$ cat src/rtl/mips_controller.sv
// Multicycle control FSM for the 8-bit MIPS datapath: four byte fetches, decode, execute, memory, writeback.
// Optional ADDI support is compiled in when the CTRL_ADDI_EN macro is defined.
module mips_controller (
    input  logic       clk,
    input  logic       reset,
    input  logic [5:0] op,
    input  logic [5:0] funct,
    input  logic       zero,
    output logic       memread,
    output logic       memwrite,
    output logic       alusrca,
    output logic [1:0] alusrcb,
    output logic [2:0] alucontrol,
    output logic       iord,
    output logic [3:0] irwrite,
    output logic       memtoreg,
    output logic       regdst,
    output logic       regwrite,
    output logic       pcen,
    output logic [1:0] pcsource
);

    localparam logic [5:0] OP_LB    = 6'b100000;
    localparam logic [5:0] OP_SB    = 6'b101000;
    localparam logic [5:0] OP_RTYPE = 6'b000000;
    localparam logic [5:0] OP_BEQ   = 6'b000100;
    localparam logic [5:0] OP_J     = 6'b000010;
`ifdef CTRL_ADDI_EN
    localparam logic [5:0] OP_ADDI  = 6'b001000;
`endif

    localparam logic [5:0] FN_ADD = 6'b100000;
    localparam logic [5:0] FN_SUB = 6'b100010;
    localparam logic [5:0] FN_AND = 6'b100100;
    localparam logic [5:0] FN_OR  = 6'b100101;
    localparam logic [5:0] FN_SLT = 6'b101010;

    typedef enum logic [3:0] {
        FETCH1  = 4'd0,
        FETCH2  = 4'd1,
        FETCH3  = 4'd2,
        FETCH4  = 4'd3,
        DECODE  = 4'd4,
        MEMADR  = 4'd5,
        LBRD    = 4'd6,
        LBWR    = 4'd7,
        SBWR    = 4'd8,
        RTYPEEX = 4'd9,
        RTYPEWR = 4'd10,
        BEQEX   = 4'd11,
`ifdef CTRL_ADDI_EN
        ADDIEX  = 4'd13,
        ADDIWR  = 4'd14,
`endif
        JEX     = 4'd12
    } state_t;

    state_t state;
    logic   pcwrite;
    logic   pcwritecond;

    always_ff @(posedge clk) begin
        if (reset) begin
            state <= FETCH1;
        end else begin
            case (state)
                FETCH1:  state <= FETCH2;
                FETCH2:  state <= FETCH3;
                FETCH3:  state <= FETCH4;
                FETCH4:  state <= DECODE;
                DECODE: begin
                    case (op)
                        OP_LB, OP_SB: state <= MEMADR;
                        OP_RTYPE:     state <= RTYPEEX;
                        OP_BEQ:       state <= BEQEX;
                        OP_J:         state <= JEX;
`ifdef CTRL_ADDI_EN
                        OP_ADDI:      state <= ADDIEX;
`endif
                        default:      state <= FETCH1;
                    endcase
                end
                MEMADR: begin
                    if (op == OP_LB)      state <= LBRD;
                    else if (op == OP_SB) state <= SBWR;
                    else                  state <= FETCH1;
                end
                LBRD:    state <= LBWR;
                LBWR:    state <= FETCH1;
                SBWR:    state <= FETCH1;
                RTYPEEX: state <= RTYPEWR;
                RTYPEWR: state <= FETCH1;
                BEQEX:   state <= FETCH1;
                JEX:     state <= FETCH1;
`ifdef CTRL_ADDI_EN
                ADDIEX:  state <= ADDIWR;
                ADDIWR:  state <= FETCH1;
`endif
                default: state <= FETCH1;
            endcase
        end
    end

    // Outputs are forced low while reset is held so no strobe leaks out of the reset cycle,
    // even though the state register only returns to FETCH1 on the next edge.
    always_comb begin
        memread     = 1'b0;
        memwrite    = 1'b0;
        alusrca     = 1'b0;
        alusrcb     = 2'b00;
        alucontrol  = 3'b000;
        iord        = 1'b0;
        irwrite     = '0;
        memtoreg    = 1'b0;
        regdst      = 1'b0;
        regwrite    = 1'b0;
        pcsource    = 2'b00;
        pcwrite     = 1'b0;
        pcwritecond = 1'b0;
        if (!reset) begin
            alucontrol = 3'b010;
            case (state)
                FETCH1, FETCH2, FETCH3, FETCH4: begin
                    memread = 1'b1;
                    irwrite = 4'b0001 << state[1:0];
                    alusrcb = 2'b01;
                    pcwrite = 1'b1;
                end
                DECODE:  alusrcb = 2'b11;
                MEMADR: begin
                    alusrca = 1'b1;
                    alusrcb = 2'b10;
                end
                LBRD: begin
                    memread = 1'b1;
                    iord    = 1'b1;
                end
                LBWR: begin
                    regwrite = 1'b1;
                    memtoreg = 1'b1;
                end
                SBWR: begin
                    memwrite = 1'b1;
                    iord     = 1'b1;
                end
                RTYPEEX: begin
                    alusrca = 1'b1;
                    case (funct)
                        FN_ADD:  alucontrol = 3'b010;
                        FN_SUB:  alucontrol = 3'b110;
                        FN_AND:  alucontrol = 3'b000;
                        FN_OR:   alucontrol = 3'b001;
                        FN_SLT:  alucontrol = 3'b111;
                        default: alucontrol = 3'b010;
                    endcase
                end
                RTYPEWR: begin
                    regwrite = 1'b1;
                    regdst   = 1'b1;
                end
                BEQEX: begin
                    alusrca     = 1'b1;
                    alucontrol  = 3'b110;
                    pcwritecond = 1'b1;
                    pcsource    = 2'b01;
                end
                JEX: begin
                    pcwrite  = 1'b1;
                    pcsource = 2'b10;
                end
`ifdef CTRL_ADDI_EN
                ADDIEX: begin
                    alusrca = 1'b1;
                    alusrcb = 2'b10;
                end
                ADDIWR:  regwrite = 1'b1;
`endif
                default: ;
            endcase
        end
        pcen = pcwrite | (pcwritecond & zero);
    end

endmodule

$ cat config.mk
export PLATFORM = sky130hd
export DESIGN_NAME = mips_controller
export DESIGN_NICKNAME = d
export VERILOG_FILES = /design/src/rtl/mips_controller.sv
export SDC_FILE = /design/constraint.sdc
export NUM_CORES = 1
export LEC_CHECK = 0
export ABC_AREA = 1
export CAP_MARGIN = 20
export CORE_UTILIZATION = 31
export DETAILED_ROUTE_END_ITERATION = 16
export GPL_ROUTABILITY_DRIVEN = 1
export GPL_TIMING_DRIVEN = 0
export HOLD_SLACK_MARGIN = 0.06
export PLACE_DENSITY = 0.73
export SKIP_LAST_GASP = 1
export SYNTH_ARGS = -nofsm -noshare
export SYNTH_HDL_FRONTEND = slang
export SYNTH_SLANG_ARGS = --single-unit
$ cat constraint.sdc
create_clock -name clk -period 1.05 [get_ports clk]
set_input_delay 0.105 -clock clk [delete_from_list [all_inputs] [get_ports clk]]
set_output_delay 0.105 -clock clk [all_outputs]
set_load 0.005 [all_outputs]
==> impl_table.tex <==
\begin{tabular}{lr}
\hline
Metric & Value \\
\hline
\multicolumn{2}{l}{\textbf{Power and ir drop}} \\
\quad Cell Int Power & 0.492 mW \\
\quad Total power of the final layout & 0.802 mW \\
\quad Combinational Power Share & 0.545 \\
\quad Leakage power summed over all cells & 0.623 nW \\
\quad Clock share of power & 0.238 \\
\quad Worst supply voltage drop on vdd & 0.620 mV \\
\quad P per Cell Area & 581 nW/um2 \\
\quad Switching fraction of total power & 0.387 \\
\quad Portion of total power attributed to sequential cells & 0.217 \\
\quad Switching power & 0.310 mW \\
\multicolumn{2}{l}{\textbf{Timing}} \\
\quad Slew Limit Headroom & 0.728 \\
\quad Final clock period utilization by the worst path & 1.41 \\
\quad Final-layout worst hold slack & 0.160 ns \\
\quad Setup repair after global routing missed its margin & yes \\
\quad Final critical delay including setup and external delays & 1.48 ns \\
\quad Pins Over Slew Limit & 0 \\
\quad Setup violation total in the final timing report & 23 \\
\quad Worst clock skew & 0.00174 ns \\
\quad Final Worst Setup Slack & -0.428 ns \\
\quad Transition time of the tightest slew-check pin & 0.408 ns \\
\quad Number of hold-slack violations in the final timing report & 0 \\
\quad F\_max & 677 MHz \\
\multicolumn{2}{l}{\textbf{Detailed routing}} \\
\quad Final ANT Viol Nets & 0 \\
\quad Via count of the routed design & 1018 \\
\quad Detailed-route wire length & 3150 um \\
\quad Detailed-route vias per instance & 5.56 \\
\quad Post-detailed-route wirelength per cell & 17.2 um \\
\quad DRC violations left & 0 \\
\quad Drt initial violations & 34 \\
\quad Detailed Routing Iterations Pass 1 & 4 \\
\multicolumn{2}{l}{\textbf{Cells and area}} \\
\quad Largest regs & state: 4 flops \\
\quad Number of flip-flops in the largest register & 4 \\
\quad Most common cell after layout, fill and taps aside & sky130\_fd\_sc\_hd\_\_buf\_2 \\
\quad Number of nets in the layout & 184 \\
\quad Count of non-filler cells in the finished layout & 183 \\
\quad Most flop-heavy register & state \\
\quad Highest-count cells in the layout ignoring fill and taps & 19 x sky130\_fd\_sc\_hd\_\_buf\_2, 16 x sky130\_fd\_sc\_hd\_\_buf\_6, 16 x sky130\_fd\_sc\_hd\_\_buf\_4 \\
\quad Ant. Diodes & 0 \\
\quad Share of post-route cells with drive strength above 1 & 0.671 \\
\quad Area growth syn-to-layout & 165\% \\
\multicolumn{2}{l}{\textbf{Run}} \\
\quad MaxCap Viol Count & 0 \\
\multicolumn{2}{l}{\textbf{Synthesis}} \\
\quad Avg Synthesized Cell Area & 5.15 um2 \\
\quad Leading cell types by total area after synthesis & sky130\_fd\_sc\_hd\_\_nor2\_1 17\%, sky130\_fd\_sc\_hd\_\_dfxtp\_1 15\%, sky130\_fd\_sc\_hd\_\_nand2\_1 14\% \\
\quad Number of synthesized register bits & 4 \\
\quad Top cell type's share of synthesized area & 0.173 \\
\quad Cell count after synthesis & 101 \\
\quad Netlist area before placement & 520 um2 \\
\quad Cell variety after synth & 18 \\
\quad Area leader, netlist & sky130\_fd\_sc\_hd\_\_nor2\_1 \\
\quad Yosys warning total & 0 \\
\quad Register area share after synthesis & 0.154 \\
\quad Post-Synthesis Net Count & 116 \\
\multicolumn{2}{l}{\textbf{GRT}} \\
\quad Overflow left after global routing & 0 \\
\quad Number of antenna violations at the first check in global routing & 0 \\
\quad Maximum number of pins on one net before global-route repair & 9 \\
\quad Global routing usage summed across all routing layers & 0.301 \\
\quad First-pass GRT wire length & 4230 um \\
\quad Vias in the first global route & 892 \\
\multicolumn{2}{l}{\textbf{CTS}} \\
\quad Clock insertion delay at the later pin of the skew report & 0.24 ns \\
\quad Clock tree from TritonCTS & yes \\
\quad CTS sink cnt & 4 \\
\quad Count of hold-fix buffers inserted at cts & 0 \\
\quad Clock-pin transition on the worst setup and hold timing paths & 0.04 ns \\
\quad Clock root buffer master & sky130\_fd\_sc\_hd\_\_clkbuf\_4 \\
\quad Number of levels the H-tree was split into & 1 \\
\quad Number of buffers created by CTS & 3 \\
\quad Max Root-Sink Buffers & 2 \\
\multicolumn{2}{l}{\textbf{Hold path}} \\
\quad Worst Hold Class & input port to flip-flop \\
\multicolumn{2}{l}{\textbf{Placed design}} \\
\quad Port bufs & 32 \\
\quad GPL Wtd Cong & 0.852 \\
\quad DPL Wire Length & 1290 um \\
\quad Number of placed instances with taps included & 149 \\
\multicolumn{2}{l}{\textbf{Floorplan}} \\
\quad Total Die Area & 1850 um2 \\
\quad Die Width & 43.0 um \\
\quad Vertical die dimension & 43.0 um \\
\quad Core Box Area & 1540 um2 \\
\quad FP Rows & 14 \\
\quad Starting density of the core & 0.338 \\
\quad I/O pin count & 34 \\
\multicolumn{2}{l}{\textbf{Critical path}} \\
\quad Critical Path Sink Type & output port \\
\quad Crit path launch type & flip-flop \\
\quad Largest driver fanout on the critical path & 7 \\
\quad Worst endpoint required time & 0.94 ns \\
\quad Arrival time of the worst setup path & 1.37 ns \\
\quad Worst setup path class & flip-flop to output port \\
\multicolumn{2}{l}{\textbf{Outcome}} \\
\quad Status & complete, but fails checks \\
\quad Violated checks & setup timing \\
\hline
\end{tabular}
layout make-up:
type                    count  area (um2)
repair buffers             64         541
plain buffers               1        5.00
inverters                  16        80.1
multi-input cells          79         618
clock buffers               3        22.5
well taps                  16        20.0
fillers                    66         160
flip-flops and latches      4        95.1
power by group through the flow:
stage | Combinational [mW] | Sequential [mW] | Clock (mW)
5_1_grt | 0.456 | 0.174 | 0.204
3_5_place_dp | 0.227 | 0.173 | 0
2_1_floorplan | 0.113 | 0.171 | 0
6_report | 0.437 | 0.174 | 0.191
3_3_place_gp | 0.224 | 0.173 | 0
4_1_cts | 0.346 | 0.168 | 0.196
synthesized netlist by cell type:
master and number:
sky130_fd_sc_hd__nor2_1 24, sky130_fd_sc_hd__nand2_1 19, sky130_fd_sc_hd__inv_1 12, sky130_fd_sc_hd__nand3_1 11, sky130_fd_sc_hd__a21oi_1 6, sky130_fd_sc_hd__nor2_2 5, sky130_fd_sc_hd__dfxtp_1 4, sky130_fd_sc_hd__inv_2 4
sky130_fd_sc_hd__nor3_1 3, sky130_fd_sc_hd__o21ai_0 3, sky130_fd_sc_hd__nand4_1 2, sky130_fd_sc_hd__o22ai_1 2, sky130_fd_sc_hd__a21oi_2 1, sky130_fd_sc_hd__buf_2 1, sky130_fd_sc_hd__buf_6 1, sky130_fd_sc_hd__nand2_2 1
sky130_fd_sc_hd__nor2_4 1, sky130_fd_sc_hd__o21ai_1 1
final timing paths:
kind | startpoint | end | slack [ns] | cells past startpoint
worst max-delay path | state[2] | pcen | -0.43 | 7
worst min-delay path | reset | state[1] | 0.16 | 2
worst max register to register | state[2] | state[2] | -0.35 | 9
worst min register to register | state[0] | state[0] | 0.87 | 4
layer usage:
metal,vias to the layer above,GRT usage,share of wire
met5,-,0,0
met4,0,0.0970,0.024
met3,13,0.0468,0.071
met2,70,0.509,0.52
met1,476,0.388,0.39
li1,459,-,-
through the flow:
step                utilization  setup TNS (ns)  instance area (um2)  setup WS [ns]
floorplan                     -               0                  534        0.00302
global placement          0.567           -9.42                  875         -0.754
detailed placement        0.567           -9.66                  875         -0.754
CTS                       0.768           -5.82                 1180         -0.386
global route              0.896           -8.76                 1380         -0.497
finish                    0.896           -7.74                 1380         -0.428
kinds of logic (layout without fill, tap and decap cells):
group                  Yosys count  count (layout)  synth area share
AND/OR/NAND/NOR                 66              66             0.562
flip-flops                       4               4             0.154
buffers and inverters           18              84             0.147
AO/OA/AOI/OAI                   13              13             0.137
critical path: stages (launching register included):
cell and delay (ns):
sky130_fd_sc_hd__dfxtp_4 0.35, sky130_fd_sc_hd__buf_4 0.13, sky130_fd_sc_hd__buf_6 0.11, sky130_fd_sc_hd__nor2_4 0.11, sky130_fd_sc_hd__nand2_4 0.11, sky130_fd_sc_hd__buf_4 0.17
sky130_fd_sc_hd__nand3_2 0.05, sky130_fd_sc_hd__buf_2 0.10
what timing repair did:
action,in CTS,in global routing
buffers inserted,26,6
gates cloned,0,0
pin swaps,27,24
gates resized for setup,126,40
setup endpoints to repair,23,23
Power figures use the tool's default switching activity.
